--- config.mk ---
export PLATFORM = sky130hd
export DESIGN_NAME = cfg_frame_rx
export DESIGN_NICKNAME = d
export VERILOG_FILES = /design/src/rtl/cfg_frame_rx.sv
export SDC_FILE = /design/constraint.sdc
export NUM_CORES = 1
export LEC_CHECK = 0
export ABC_AREA = 1
export CAP_MARGIN = 10
export CORE_AREA = 4 4 613 615
export CTS_CLUSTER_DIAMETER = 30
export DETAILED_ROUTE_END_ITERATION = 8
export DIE_AREA = 0 0 617 619
export PLACE_DENSITY_LB_ADDON = 0.05
export SETUP_SLACK_MARGIN = 0.4
export SLEW_MARGIN = 20
export SYNTH_ARGS = -nofsm -noshare
export SYNTH_HDL_FRONTEND = slang
export SYNTH_SLANG_ARGS = --single-unit
--- constraint.sdc ---
create_clock -name clock -period 3.2 [get_ports clock]
set_clock_uncertainty 0.05 [all_clocks]
set_input_delay 0.32 -clock clock [delete_from_list [all_inputs] [get_ports clock]]
set_output_delay 0.32 -clock clock [all_outputs]
set_load 0.02 [all_outputs]
--- src/rtl/cfg_frame_rx.sv ---
// -----------------------------------------------------------------------------
// cfg_frame_rx
//
// Fabric-side receiver for the word-parallel configuration bus. Owns
// NUM_FRAMES consecutive one-hot enable slots starting at BASE and captures one
// configuration word per slot, on the falling edge of that slot's enable. Once
// every owned slot has been written and ff_en releases the fabric, the frames
// are presented to the tile with cfg_valid. Protocol violations latch a sticky
// error until reset.
//
// Optional feature macro: CFG_RX_READBACK_EN
//   defined   : rb_data is a registered copy of frame[rb_sel] (1-cycle latency)
//   undefined : rb_data is tied to zero, no readback mux is built
//
// Ports
//   clock      in   rising-edge clock
//   rst        in   asynchronous active-low reset
//   configs_en in   [EN_W]   one-hot slot enable from the loader
//   configs_in in   [WORD_W] configuration word
//   ff_en      in   fabric run enable (level)
//   cfg_out    out  [NUM_FRAMES*WORD_W] frame i at [i*WORD_W +: WORD_W]
//   cfg_valid  out  frames are live (RUN state)
//   loaded     out  every owned frame has been captured
//   err        out  sticky protocol error
//   err_code   out  01 multi-hot, 10 write in RUN, 11 ff_en before loaded
//   rb_sel     in   readback frame select
//   rb_data    out  [WORD_W] readback word
// -----------------------------------------------------------------------------
module cfg_frame_rx #(
    parameter int WORD_W     = 224,
    parameter int EN_W       = 245,
    parameter int NUM_FRAMES = 4,
    parameter int BASE       = 0
) (
    input  logic                                               clock,
    input  logic                                               rst,
    input  logic [EN_W-1:0]                                    configs_en,
    input  logic [WORD_W-1:0]                                  configs_in,
    input  logic                                               ff_en,
    output logic [NUM_FRAMES*WORD_W-1:0]                       cfg_out,
    output logic                                               cfg_valid,
    output logic                                               loaded,
    output logic                                               err,
    output logic [1:0]                                         err_code,
    input  logic [((NUM_FRAMES > 1) ? $clog2(NUM_FRAMES) : 1)-1:0] rb_sel,
    output logic [WORD_W-1:0]                                  rb_data
);

    localparam logic [2:0] S_EMPTY   = 3'd0;
    localparam logic [2:0] S_LOADING = 3'd1;
    localparam logic [2:0] S_LOADED  = 3'd2;
    localparam logic [2:0] S_RUN     = 3'd3;
    localparam logic [2:0] S_ERROR   = 3'd4;

    localparam logic [NUM_FRAMES-1:0] ONE = NUM_FRAMES'(1);

    logic [2:0]            state_q, state_d;
    logic [1:0]            err_code_q, err_code_d;
    logic [NUM_FRAMES-1:0] wr_mask_q, wr_mask_d;
    logic [NUM_FRAMES-1:0] en_q;        // owned enable slice, one cycle old
    logic [WORD_W-1:0]     data_q;      // configs_in, one cycle old
    logic [WORD_W-1:0]     frame_q [NUM_FRAMES];
    logic [WORD_W-1:0]     rb_q;

    logic [NUM_FRAMES-1:0] en_now;
    logic [NUM_FRAMES-1:0] cap;
    logic [NUM_FRAMES-1:0] wr_en;
    logic                  any_cap;
    logic                  multi_hot;
    logic                  unused_en;

    assign en_now    = configs_en[BASE +: NUM_FRAMES];
    // Bits outside the owned window are deliberately ignored.
    assign unused_en = ^configs_en;

    // A slot is captured when its enable falls; data_q then still holds the
    // last word presented while the slot was selected.
    assign cap       = en_q & ~en_now;
    assign any_cap   = |cap;
    // x & (x-1) clears the lowest set bit: non-zero means two or more set.
    assign multi_hot = |(en_now & (en_now - ONE));

    always_comb begin
        state_d    = state_q;
        err_code_d = err_code_q;
        wr_mask_d  = wr_mask_q;
        wr_en      = '0;
        if (state_q != S_ERROR) begin
            // Error checks in priority order 01 > 10 > 11; any error blocks
            // the capture of the same cycle.
            if (multi_hot) begin
                state_d    = S_ERROR;
                err_code_d = 2'b01;
            end else if (any_cap && (state_q == S_RUN)) begin
                state_d    = S_ERROR;
                err_code_d = 2'b10;
            end else if (ff_en && ((state_q == S_EMPTY) || (state_q == S_LOADING))) begin
                state_d    = S_ERROR;
                err_code_d = 2'b11;
            end else begin
                wr_en     = cap;
                wr_mask_d = wr_mask_q | cap;
                case (state_q)
                    S_EMPTY:   if (any_cap) state_d = (&wr_mask_d) ? S_LOADED : S_LOADING;
                    S_LOADING: if (&wr_mask_d) state_d = S_LOADED;
                    S_LOADED:  if (ff_en) state_d = S_RUN;
                    S_RUN:     if (!ff_en) state_d = S_LOADED;
                    default:   state_d = S_ERROR;
                endcase
            end
        end
    end

    always_ff @(posedge clock or negedge rst) begin
        if (!rst) begin
            state_q    <= S_EMPTY;
            err_code_q <= '0;
            wr_mask_q  <= '0;
            en_q       <= '0;
            data_q     <= '0;
            for (int unsigned i = 0; i < NUM_FRAMES; i++) begin
                frame_q[i] <= '0;
            end
        end else begin
            state_q    <= state_d;
            err_code_q <= err_code_d;
            wr_mask_q  <= wr_mask_d;
            en_q       <= en_now;
            data_q     <= configs_in;
            for (int unsigned i = 0; i < NUM_FRAMES; i++) begin
                if (wr_en[i]) begin
                    frame_q[i] <= data_q;
                end
            end
        end
    end

    always_comb begin
        cfg_out = '0;
        if (state_q != S_ERROR) begin
            for (int unsigned i = 0; i < NUM_FRAMES; i++) begin
                cfg_out[i*WORD_W +: WORD_W] = frame_q[i];
            end
        end
    end

    assign cfg_valid = (state_q == S_RUN);
    assign loaded    = &wr_mask_q;
    assign err       = (state_q == S_ERROR);
    assign err_code  = err_code_q;

`ifdef CFG_RX_READBACK_EN
    always_ff @(posedge clock or negedge rst) begin
        if (!rst) begin
            rb_q <= '0;
        end else if (int'(rb_sel) < NUM_FRAMES) begin
            rb_q <= frame_q[rb_sel];
        end else begin
            rb_q <= '0;
        end
    end
`else
    logic unused_rb_sel;
    assign unused_rb_sel = ^rb_sel;
    assign rb_q          = '0;
`endif

    assign rb_data = rb_q;

endmodule

; ---- Word level (Yosys, flattened, before mapping)
; Index checks and enable logic that the tools add are counted.
[op_classes]
n_addsub = 1
multipliers = 0
div_mod_pow = 0
n_lt_le_gt_ge = 0
eq_ne = 9
n_shift = 0
mux = 17
bitwise_logic = 7
reduce_logical = 12
[ops]
columns = op, count
row1 = two-way mux 896 bit, 1
row2 = two-way mux 3 bit, 7
row3 = two-way mux 4 bit, 4
row4 = case mux 3 bit (4 select lines), 1
row5 = AND reduction 4 bit, 3
row6 = AND 4 bit, 2
row7 = two-way mux 2 bit, 4
row8 = OR reduction 4 bit, 2
row9 = "== test 3 x 2 -> 1 bit, second input constant", 2
row10 = "!= test 5 x 2 -> 1 bit, second input constant", 1
row11 = "!= test 5 x 3 -> 1 bit, second input constant", 1
row12 = "!= test 5 x 4 -> 1 bit, second input constant", 1
row13 = "!= test 5 bit, second input constant", 1
row14 = AND reduction 5 bit, 1
row15 = inverter 4 bit, 1
row16 = OR 4 bit, 1
row17 = "subtractor 4 x 1 -> 4 bit, second input constant", 1
row18 = "== test 3 x 1 -> 1 bit, second input constant", 1
row19 = "== test 3 bit, second input constant", 1
row20 = zero test 3 bit, 1
row21 = "!= test 3 bit, second input constant", 1
row22 = inverter 1 bit, 3
row23 = nonzero test 3 bit, 1
row24 = logical AND 1 bit, 2
row25 = 2 further kinds, 2
[totals]
register_bits = 1133
latch_bits = 0
ram_bits = 0
romBits = 0
output_inout_bits = 1125
memories = 0

; ---- Depth between registers and ports, before layout
; Gate-level depths: netlist of the first run.
[logic_depth]
ltp_word = 10
depth_mapped = 12

; ---- Least setup slack after synthesis of the first run
; OpenSTA, ideal clock, no wires.
[synth_timing]
path_kind = flip-flop to output port
start = reg state_q[1]
end = out cfg_out[886]
arrival_ps = 1697
t_required_ps = 2830
setup_slack_ps = 1133
stages_incl_launch_ff = 7
cell_sequence = dfrtp_1 -> nor2_1 -> inv_2 -> nor2_2 -> clkbuf_1 -> clkbuf_1 -> nor2_1
[synth_between]
elab_chain_cells = 2
[synth_rtl]
columns = item, line
row1 = "start, declared", 57  ; logic [2:0] state_q, state_d;
row2 = "start signal, assigned", 125  ; state_q <= state_d;
row3 = != test 3 bit, 140  ; if (state_q != S_ERROR) begin
row4 = two-way mux 896 bit, 140
row5 = "end, declared", 40  ; output logic [NUM_FRAMES*WORD_W-1:0] cfg_out,
; No other way between the ends.

; ---- Final worst setup path of the first run
[layout_timing]
start = reg state_q[2]
end = out cfg_out[354]
; Same word-level chain as after synthesis.

==> results of run 1 <==
-- metal layers --
| layer | part of all wire | GRT usage |
|---|---|---|
| met5 | 0.00026 | 0 |
| met4 | 0.035 | 0.04021 |
| met3 | 0.058 | 0.03314 |
| met2 | 0.51 | 0.2311 |
| met1 | 0.40 | 0.1487 |
-- cell usage after synthesis --
| cell | instances | share of area |
|---|---|---|
| nand4_1 | 2 | 0.00026 |
| o21ai_0 | 70 | 0.0074 |
| nand2_1 | 927 | 0.073 |
| clkbuf_1 | 80 | 0.0063 |
| nor3_1 | 1 | 0.00011 |
| inv_2 | 8 | 0.00063 |
| nor2_8 | 1 | 0.00042 |
| nor2_2 | 1 | 0.00013 |
| conb_1 | 1 | 0.000079 |
| a21oi_1 | 2 | 0.00021 |
| o21ai_1 | 830 | 0.088 |
| nand3b_4 | 4 | 0.0017 |
| nor4_1 | 1 | 0.00013 |
| buf_4 | 227 | 0.036 |
| nand2_2 | 3 | 0.00040 |
| buf_2 | 191 | 0.020 |
| nor2_1 | 904 | 0.072 |
| dfrtp_1 | 1133 | 0.60 |
| o21ai_2 | 1 | 0.00018 |
| buf_6 | 20 | 0.0048 |
| inv_1 | 1132 | 0.090 |
| nand3_1 | 7 | 0.00074 |
| buf_1 | 1 | 0.000079 |
-- worst max-delay path, delay by kind of cell (launching register included) --
kind	cells	cell delay (ps)
buffers and inverters	6	1430
AND/OR/NAND/NOR	2	240
flip-flops	1	400
-- final cells by class --
| class | instances | area, um^2 |
|---|---|---|
| Multi-Input combinational cell | 2978 | 12470 |
| Antenna cell | 18 | 45.04 |
| Fill cell | 40860 | 288300 |
| Sequential cell | 1133 | 28350 |
| Clock buffer | 726 | 13610 |
| Tap cell | 4972 | 6221 |
| Inverter | 1140 | 4279 |
| Clock inverter | 80 | 922.1 |
| Timing Repair Buffer | 1541 | 16610 |
-- registers in the layout, summed over array words and instances (netlist names) --
register / count
state_q: 3
en_q: 4
err_code: 2
data_q: 224
wr_mask_q: 4
frame_q: 896
-- cells by family after synthesis --
kind of cell | synth area share
and+or+nand+nor | 0.1489
AOI/OAI and AO/OA | 0.09542
buffers and inverters | 0.1575
other | 0.00007911
DFF | 0.5981
-- stage by stage --
step | total power, mW | setup slack, ps | cell area, um^2 | util
after floorplan | 15.86 | 1133 | 48240 | -
after global placement | 16.64 | 229.7 | 64190 | 0.1731
after detailed placement | 16.64 | 259.4 | 64190 | 0.1731
after CTS | 58.34 | -403.9 | 81450 | 0.2197
after global routing | 59.42 | -323.1 | 82480 | 0.2224
final | 57.05 | -145.6 | 82520 | 0.2225
-- power by group --
part | leakage, nW | switching [mW] | internal [mW]
Clock | 7.16 | 11.5 | 28.9
Sequential | 15.2 | 0.155 | 14.8
Combinational | 19.1 | 1.15 | 0.624
-- path summary, 6_finish.rpt --
kind	from	end	slack, ps	cells after the start
setup reg to reg	state_q[1]$_DFFE_PN0P_	frame_q[496]$_DFFE_PN0P_	640	11
hold reg to reg	wr_mask_q[3]$_DFFE_PN0P_	wr_mask_q[3]$_DFFE_PN0P_	410	2
max in group asynchronous	rst	frame_q[850]$_DFFE_PN0P_	1940	3
setup / recovery	state_q[2]$_DFFE_PN0P_	cfg_out[354]	-150	8
min in group clock	ff_en	state_q[0]$_DFFE_PN0P_	210	5
hold / removal	rst	data_q[87]$_DFF_PN0_	210	3
-- what timing repair did --
action	4_1_cts	5_1_grt
pin swaps	1	0
resized for setup	409	518
cloned	11	8
endpoints found under the hold margin	1138	0
endpoints found under the setup margin	899	906
hold buffers	230	0
buffers inserted	24	7
==> impl_metrics.ini, run 1 <==
[run_status]
status = finished with violations
violations = setup timing

[synthesis]
avgSynthCellArea_um2 = 8.546
synth_area_um2 = 47400
synth_cell_type_count = 23
ys.warnings.count = 0
ys_seq_area_frac = 0.5981
synth-seq-cells = 1133
synth_cells = 5547

[placed_design]
place_inst = 11480
dp.final_hpwl_um = 185200
place_congestion = 0.7500
port_buffers = 1131

[final_layout]
final_cells = 12590
layout-drive-gt1-share = 0.1279
syn_to_final_growth_pct = 74.07
final_cell_mix = dfrtp_1, inv_1, nand2_1, nor2_1, o21ai_1
final_common_cell = dfrtp_1
layout.nets = 7711

[route]
first_pass_iters = 5
drt-total-wl_um = 256900
drtIter0Drc = 1701
wl_per_cell_um = 20.41
vias = 41150
ant_nets = 0
drc = 0
viasPerCell = 3.269

[floorplanning]
fp.dieArea_um2 = 381900
initial_core_util = 0.1278
ios = 1599
die_h_um = 619
die_w_um = 617
core_area_um2 = 370800
fp-row-count = 224

[sta]
fin_ws_ps = -145.6
worst_pin_slew_ps = 860.1
max_freq_mhz = 298.9
slew_violations = 0
rsz0062_at_grt = true
finalHoldViolations = 0
whs_ps = 207.9
relSlewSlack = 0.4266
fin_tns_setup_ps = -16180
finalSetupViolCount = 320
period_needed_ps = 3346
fin_crit_sh = 1.045

[global_routing]
antenna_found_initial = 64
grt_use_total = 0.1287
grt_max_degree = 124
gr-total-overflow = 0
grt_first_pass_wirelength_um = 352300
grt_pass1_vias = 43660

[worst_setup_path]
slowest_stage = clkdlybuf4s50_1
crit_chain = inv_2, nor2_4, buf_12, buf_16, buf_16, buf_4, nor2_1, clkdlybuf4s50_1
cp-start-kind = flop
end_kind = output pin
cp.arrival_ps = 2980
cpMostUsedCell = buf_16
crit_path_max_fanout = 11
max_stage_delay_ps = 650
worstPathRequired_ps = 2830
path_class = reg -> out

[clocking]
cts_num_sinks = 1133
clock_latency_ps = 920
cts_root_buffer = clkbuf_16
cts_buffers = 443
clk_path_buf_depth = 4
h-tree-depth = 5
clk_pin_slew_worst_paths_ps = 40
cts_tree = built

[pwr]
powerDensity_nw_per_um2 = 691.4
ir_drop_mv = 0.4751
p_leak_nw = 41.49

[min_path]
hold_path_class = in -> async

[job]
maxCapViolCount = 0
Power figures use the tool's default switching activity.
==> inputs of run 2 (changes only) <==
--- a/config.mk
+++ b/config.mk
@@ -13,6 +13,7 @@
 export DIE_AREA = 0 0 617 619
 export PLACE_DENSITY_LB_ADDON = 0.05
 export SETUP_SLACK_MARGIN = 0.4
+export SKIP_LAST_GASP = 1
 export SLEW_MARGIN = 20
 export SYNTH_ARGS = -nofsm -noshare
 export SYNTH_HDL_FRONTEND = slang
==> impl_metrics.ini, run 2 (same netlist as run 1, synthesis figures left out) <==
[worst_setup_path]
critPathTopFamily = buffers and inverters
path_depth = 7
cp_num_buf_inv = 5
r2r_cells = 11
end_kind = output pin
cpMostUsedCell = buf_12
cp-start-kind = flop
regToRegEndpoint = frame_q[496]$_DFFE_PN0P_
worstPathRequired_ps = 2830
crit_chain = inv_2, nor2_4, buf_12, buf_16, buf_12, nor2_1, clkdlybuf4s50_1
max_stage_delay_ps = 690
startpoint = state_q[2]$_DFFE_PN0P_
slowest_stage = clkdlybuf4s50_1
reg2reg_from = state_q[1]$_DFFE_PN0P_
cp.arrival_ps = 2980
endpoint = cfg_out[711]
reg2reg_setup_slack_ps = 620
crit_path_max_fanout = 34
path_class = reg -> out

[global_routing]
antenna_found_initial = 65
grt_pass1_vias = 43670
gr-total-overflow = 0
grt_use_total = 0.1287
grt_first_pass_wirelength_um = 352300
grt_max_degree = 124

[clocking]
h-tree-depth = 5
cts_tree = built
clk_path_buf_depth = 4
cts_buffers = 443
cts_root_buffer = clkbuf_16
cts_num_sinks = 1133
clk_pin_slew_worst_paths_ps = 40
clock_latency_ps = 920

[placed_design]
dp_slack_ps = 259.4
dp.final_hpwl_um = 185200
dpl_cell_area_um2 = 64190
port_buffers = 1131
place_congestion = 0.7500

[final_layout]
largest_reg_flops = 896
fin_area_um2 = 82860
final_common_cell = dfrtp_1
top_regs = frame_q x896, data_q x224
final_cell_mix = dfrtp_1, inv_1, nand2_1, nor2_1, o21ai_1
top_register = frame_q
layout.nets = 7710
layout-drive-gt1-share = 0.1199
fin_util = 0.2235
syn_to_final_growth_pct = 74.79

[pwr]
ir_drop_mv = 0.4771
power.share.sequential = 0.261
pwr-share-clk = 0.708
share_comb_of_total_power = 0.031
powerDensity_nw_per_um2 = 688.4
switching_power_mw = 12.81
p_sw_frac = 0.2246
internal-power_mw = 44.23
p_leak_nw = 42.16

[floorplanning]
fp.dieArea_um2 = 381900
fp-row-count = 224
core_area_um2 = 370800
initial_core_util = 0.1278
die_w_um = 617
ios = 1599
die_h_um = 619

[sta]
worst_pin_slew_ps = 859.5
relSlewSlack = 0.4270
fin_tns_setup_ps = -21570
finalHoldViolations = 0
slew_violations = 0
fin_ws_ps = -153.3
fin_crit_sh = 1.048
whs_ps = 210.0
max_freq_mhz = 298.2
rsz0062_at_grt = true
period_needed_ps = 3353
finalSetupViolCount = 357

[route]
drt-total-wl_um = 256900
drc = 0
first_pass_iters = 5
viasPerCell = 3.271
drtIter0Drc = 1754
vias = 41180
wl_per_cell_um = 20.41
ant_nets = 0

[min_path]
hold_path_class = in -> async

[job]
maxCapViolCount = 0

[run_status]
status = finished with violations
violations = setup timing
==> run 2: cell count changes in the layout (fill, tap and decap cells not counted), moves of 4 or more <==
cell,before,now
buf_2,32,4
clkbuf_2,19,13
buf_4,126,106
clkdlybuf4s50_1,521,549
dlymetal6s2s_1,359,405
buf_6,7,3
dlygate4sd2_1,162,147
==> run 2: cell type report <==
type,count,area [um^2]
antenna,19,47.55
clock buffer,726,13610
clock inverter,80,922.1
fill,40820,287900
inverter,1140,4279
multi-input combinational,2978,12470
sequential,1133,28350
tap,4972,6221
timing repair buffer,1540,16950
==> run 2: timing repair <==
item | CTS | global route
gates resized for setup | 260 | 449
hold endpoints to repair | 1138 | 0
hold buffers | 230 | 0
cloned | 11 | 7
buffers inserted | 24 | 7
setup endpoints to repair | 899 | 906
pin swaps | 1 | 0
==> run 2: worst min-delay path, stage by stage <==
cell and delay, ps:
dlygate4sd3_1 610, buf_16 250, buf_12 250
==> run 2: worst min-delay path by stage <==
| stage | from | end | depth (start not counted) | slack [ps] |
|---|---|---|---|---|
| floorplan | rst | data_q[0]$_DFF_PN0_ | 0 | -30 |
| global placement | rst | data_q[96]$_DFF_PN0_ | 1 | 210 |
| detailed placement | rst | data_q[96]$_DFF_PN0_ | 1 | 220 |
| CTS | ff_en | state_q[0]$_DFFE_PN0P_ | 5 | 100 |
| global route | rst | data_q[87]$_DFF_PN0_ | 3 | 170 |
| finish | rst | data_q[87]$_DFF_PN0_ | 3 | 210 |
==> run 2: per-stage QoR <==
stage / power (mW) / cells
detailed placement: 16.64 / 11480
CTS: 58.34 / 12560
floorplan: 15.86 / 5770
finish: 57.04 / 12590
global placement: 16.64 / 11480
global route: 59.42 / 12570
==> run 2: power by group through the flow <==
stage	Sequential, mW	Combinational (mW)	Clock [mW]
2_1_floorplan	15.1	0.811	0
3_3_place_gp	15.1	1.55	0
3_5_place_dp	15.1	1.55	0
4_1_cts	14.9	1.86	41.6
5_1_grt	14.9	2.01	42.5
6_report	14.9	1.78	40.4
==> run 2: layer usage <==
metal	share of wire	global-route usage	vias up
li1	-	-	19690
met1	0.40	0.1487	19650
met2	0.51	0.2312	1322
met3	0.058	0.03304	512
met4	0.035	0.04021	10
met5	0.00023	0	-
